File: config.mk
export PLATFORM = sky130hd
export DESIGN_NAME = pc_fetch_unit
export DESIGN_NICKNAME = d
export VERILOG_FILES = /design/src/rtl/pc_fetch_unit.sv
export SDC_FILE = /design/constraint.sdc
export NUM_CORES = 1
export LEC_CHECK = 0
export CAP_MARGIN = 0
export CORE_MARGIN = 2
export CORE_UTILIZATION = 45
export CTS_BUF_LIST = sky130_fd_sc_hd__clkbuf_2 sky130_fd_sc_hd__clkbuf_4 sky130_fd_sc_hd__clkbuf_8
export CTS_CLUSTER_DIAMETER = 60
export CTS_CLUSTER_SIZE = 8
export DETAILED_ROUTE_END_ITERATION = 8
export GPL_ROUTABILITY_DRIVEN = 0
export PLACE_DENSITY = 0.72
export SLEW_MARGIN = 20
export SYNTH_ARGS = -nofsm -noshare
export SYNTH_HDL_FRONTEND = slang
export SYNTH_SLANG_ARGS = --single-unit
export TNS_END_PERCENT = 30
File: constraint.sdc
create_clock -name clk -period 2.7 [get_ports clk]
set_input_delay 0.81 -clock clk [delete_from_list [all_inputs] [get_ports clk]]
set_output_delay 0.81 -clock clk [all_outputs]
set_load 0.005 [all_outputs]
File: src/rtl/pc_fetch_unit.sv
// Instruction fetch stage: owns the architectural PC, issues one imem request at a time and
// hands fetched instructions to decode through a stallable output register with a 1-entry skid.
module pc_fetch_unit #(
  parameter logic [31:0] RESET_PC = 32'h0000_0000
) (
  input  logic        clk,
  input  logic        rst_n,
  input  logic        change_pc,
  input  logic [31:0] new_pc,
  input  logic        id_stall,
  output logic        imem_req,
  output logic [31:0] imem_addr,
  input  logic        imem_ack,
  input  logic [31:0] imem_rdata,
  output logic        if_valid,
  output logic [31:0] if_pc,
  output logic [31:0] if_instr,
  output logic        misalign_err
);

  typedef enum logic [1:0] {
    S_IDLE,
    S_REQ,
    S_HOLD,
    S_DRAIN
  } state_t;

  state_t      r_state;
  logic [31:0] r_pc;
  logic [31:0] r_skid;
  logic        r_imemReq;
  logic [31:0] r_imemAddr;
  logic        r_ifValid;
  logic [31:0] r_ifPc;
  logic [31:0] r_ifInstr;
  logic        r_misalign;

  logic [31:0] w_target;
  logic [31:0] w_pcNext;
  logic        w_slotFree;

  assign w_target   = {new_pc[31:2], 2'b00};
  assign w_pcNext   = r_pc + 32'd4;
  assign w_slotFree = !r_ifValid || !id_stall;

  // Redirect outranks everything; in REQ/DRAIN, imem_addr must not move until the pending ack arrives.
  always_ff @(posedge clk or negedge rst_n) begin
    if (!rst_n) begin
      r_state    <= S_IDLE;
      r_pc       <= RESET_PC;
      r_skid     <= 32'h0;
      r_imemReq  <= 1'b0;
      r_imemAddr <= 32'h0;
      r_ifValid  <= 1'b0;
      r_ifPc     <= 32'h0;
      r_ifInstr  <= 32'h0;
      r_misalign <= 1'b0;
    end else begin
      r_misalign <= 1'b0;
      if (change_pc) begin
        r_pc       <= w_target;
        r_ifValid  <= 1'b0;
        r_misalign <= |new_pc[1:0];
        case (r_state)
          S_REQ, S_DRAIN: begin
            if (imem_ack) begin
              r_state    <= S_REQ;
              r_imemReq  <= 1'b1;
              r_imemAddr <= w_target;
            end else begin
              r_state <= S_DRAIN;
            end
          end
          default: begin
            r_state    <= S_REQ;
            r_imemReq  <= 1'b1;
            r_imemAddr <= w_target;
          end
        endcase
      end else begin
        case (r_state)
          S_IDLE: begin
            r_state    <= S_REQ;
            r_imemReq  <= 1'b1;
            r_imemAddr <= r_pc;
          end
          S_REQ: begin
            if (imem_ack && w_slotFree) begin
              r_ifInstr  <= imem_rdata;
              r_ifPc     <= r_pc;
              r_ifValid  <= 1'b1;
              r_pc       <= w_pcNext;
              r_imemAddr <= w_pcNext;
            end else if (imem_ack) begin
              r_skid    <= imem_rdata;
              r_imemReq <= 1'b0;
              r_state   <= S_HOLD;
            end else if (!id_stall) begin
              r_ifValid <= 1'b0;
            end
          end
          S_HOLD: begin
            if (!id_stall) begin
              r_ifInstr  <= r_skid;
              r_ifPc     <= r_pc;
              r_ifValid  <= 1'b1;
              r_pc       <= w_pcNext;
              r_imemReq  <= 1'b1;
              r_imemAddr <= w_pcNext;
              r_state    <= S_REQ;
            end
          end
          S_DRAIN: begin
            // Wrong-path data returned by this ack is dropped; restart at the redirect target.
            if (imem_ack) begin
              r_state    <= S_REQ;
              r_imemAddr <= r_pc;
            end
          end
          default: r_state <= S_IDLE;
        endcase
      end
    end
  end

  assign imem_req     = r_imemReq;
  assign imem_addr    = r_imemAddr;
  assign if_valid     = r_ifValid;
  assign if_pc        = r_ifPc;
  assign if_instr     = r_ifInstr;
  assign misalign_err = r_misalign;

endmodule

==> results.md <==
* Status: finished clean
* Share of the synthesized area in the top cell type at around half
* Vias in the first global route at about 6,000
* Pre-antenna DRT Iters at 5
* CP Launch Point: r_pc[2]
* Initial Utilization at 45.7%
* Global-route wire length before repair at between 30,000 and 40,000 um
* Max-Cap Viols at 0
* Hold WC Path Type: input port to async pin
* Die H at 136 um
* Nets@finish at a little under 1,000
* Number of synthesized flops with an enable pin at 0
* Post-DRT Antenna Nets at 0
* Drt initial violations at 410
* Mapped Avg Cell Area at around 11 um^2
* Row count at 48
* I/O pins at 168
* DRC viols at 0
* Slew @ Worst Pin at between 0.6 and 0.7 ns
* Fmax at slightly above 400 MHz
* Core area at ~17,000 um^2
* Fin worst setup slack at approximately 0.29 ns
* Cells after Synth at 739
* DP Wirelength at about 14,000 um
* Post-synth top area cell: dfrtp_1
* Cell depth of the worst flop-to-flop path at 6
* Crit path max fanout at 8
* Final hold viol count at 0
* Synthesized cell area at between 7000 and 8000 um^2
* #FFs+latches synth at 160
* Ant diodes at 0
* Ys flop type: dfrtp_1
* Maximum VDD drop at slightly above 0.4 mV
* Slew Limit Fails at 0
* Ys Warns at 0
* GRT Total Usage at a little over a fifth
* Final Util at 60.1%
* Critical path arrival at 2.75 ns
* Via Count at 6,145
* Post-DR wirelength/cell at about 17 um
* CTS Buf Count at 17
* H-tree levels at 4
* Lkg Pwr at between 4 and 5 nW
* Total power at approximately 9.1 mW
* Fin Clk Skew at 0.00886 ns
* Avg Vias per Cell at around 5.4
* DIE AREA at 18,500 um^2
* Gr ovfl total at 0
* Synth area leaders: dfrtp_1, mux2_2, mux2i_1
* Synth unique cells at 57
* Fin crit share at approximately 90%
* Startpoint Class: register
* Die Wd at between 100 and 150 um
* Share of layout cells above drive strength 1 at 18.1%
* CTS tree: done
* Setup TNS at 0 ns
* Worst-path clk slew at about 0.090 ns
* Pre-CTS setup slack at 0.0135 ns
* CTS Sinks at 160
* Share of flip-flops with an asynchronous set or reset at 100%
* Clock tree buffer depth at 2
* Setup Crit Path Kind: register to register
* Post-CTS setup buffers at 0
* Worst Setup End Kind: register
* IO buf count at ~170
* Initial antenna violation count at 0
* Post-route minimum period at 2.41 ns
* Worst r2r src: r_pc[2]
* Final hold slack at around 0.27 ns
* Area grow syn2layout at 31.6%
* Hold buffer count at CTS at 0
* CP Data Required Time at ~3.0 ns
* Gates resized, CTS repair at 0
* CTS root buffer: clkbuf_8
* Drt total wl at between 15,000 and 20,000 um
* P per Cell Area at 883 nW/um^2
* Clock latency on the worst-skew pair at between 0.4 and 0.5 ns
* Slew HR at roughly three fifths
* Final setup viols at 0
* Sequential area share after synthesis at around 51%
* RSZ-0062 raised after global routing: false
* Pin count of the biggest net entering global routing at slightly above 60
cell usage after synthesis (3+ instances only):
cell type,n
a21o_1,3
a21oi_1,54
a31oi_1,7
buf_1,5
buf_2,25
buf_4,4
clkbuf_1,23
dfrtp_1,160
ha_1,5
inv_1,7
mux2_2,76
mux2i_1,34
nand2_1,53
nand2b_1,6
nand3_1,23
nand3b_1,3
nand4_1,16
nor2_1,64
nor3_1,18
nor4_1,9
o21a_1,6
o21ai_0,32
o21ai_1,6
o31ai_1,6
or2_2,5
or3_1,6
xnor2_1,21
xor2_1,27
routing by layer:
| metal | routed length, um | GRT usage [%] |
|---|---|---|
| met1 | 8710 | 29.8 |
| met5 | 0 | 0 |
| met2 | 9230 | 33.5 |
| met4 | 435 | 8.80 |
| met3 | 940 | 4.10 |
worst max-delay path: stages, from the launching register on:
cell     delay (ns)
dfrtp_1        0.48
ha_1           0.33
nand4_1        0.22
or4_1          0.68
o31a_1         0.32
nor3_1         0.17
o31ai_1        0.10
report_power, final:
part | internal [mW] | total, mW | switching (mW)
Sequential | 3.30 | 3.87 | 0.572
Combinational | 2.12 | 3.49 | 1.36
Clock | 0.881 | 1.75 | 0.872
Total | 6.30 | 9.11 | 2.81
cells by family (layout without fill, tap and decap cells):
| family | after synthesis | count (layout) | share of synthesized area, % |
|---|---|---|---|
| compound gates | 133 | 133 | 10.0 |
| other cells | 1 | 2 | 0.0478 |
| flops | 160 | 160 | 51.0 |
| fa+ha+maj | 5 | 5 | 0.797 |
| xor+xnor | 48 | 48 | 5.36 |
| mux | 110 | 110 | 15.2 |
| buf+inv | 64 | 242 | 3.65 |
| simple gates | 218 | 218 | 13.9 |
metrics by stage:
stage	instances	area, um^2
floorplan	740	7850
global placement	1112	9940
detailed placement	1112	9940
CTS	1143	10300
global route	1143	10300
finish	1143	10300
layout make-up:
class,count,area (um^2)
Clock buffer,21,277
Clock inverter,10,113
Fill cell,1452,6850
Inverter,7,26.3
Multi-Input combinational cell,516,3580
Sequential cell,160,4000
Tap cell,225,282
Timing Repair Buffer,204,2040
state kept, by name (all words and copies together) (netlist names):
register / cells
imem_req: 1
if_valid: 1
misalign_err: 1
r_state: 2
imem_addr: 31
r_skid: 32
if_pc: 30
if_instr: 32
r_pc: 30
placed cells by master (no fill, tap or decap), types with 7 or more instances in the layout:
master           synthesis  layout
nand2_1                 53      53
mux2i_1                 34      34
dfrtp_1                160     160
clkdlybuf4s50_1          0     163
a21oi_1                 54      54
a31oi_1                  7       7
clkbuf_8                 0      19
nor3_1                  18      17
nor4_1                   9       9
xnor2_1                 21      21
nand4_1                 16      16
xor2_1                  27      27
nand3_1                 23      23
o21ai_0                 32      32
buf_4                    4      31
nor2_1                  64      64
mux2_2                  76      76
buf_12                   0       8
path summary, 6_finish.rpt:
| path | to | slack [ns] |
|---|---|---|
| worst max-delay path | imem_addr[20] | 0.29 |
| worst min-delay path | imem_addr[7] | 0.27 |
| worst max register to register | imem_addr[20] | 0.29 |
| worst min register to register | imem_addr[25] | 0.48 |
| max in group asynchronous | imem_addr[31] | 1.74 |
| min in group clk | imem_addr[25] | 0.48 |
Note: power is estimated with default switching activity, not from simulation.
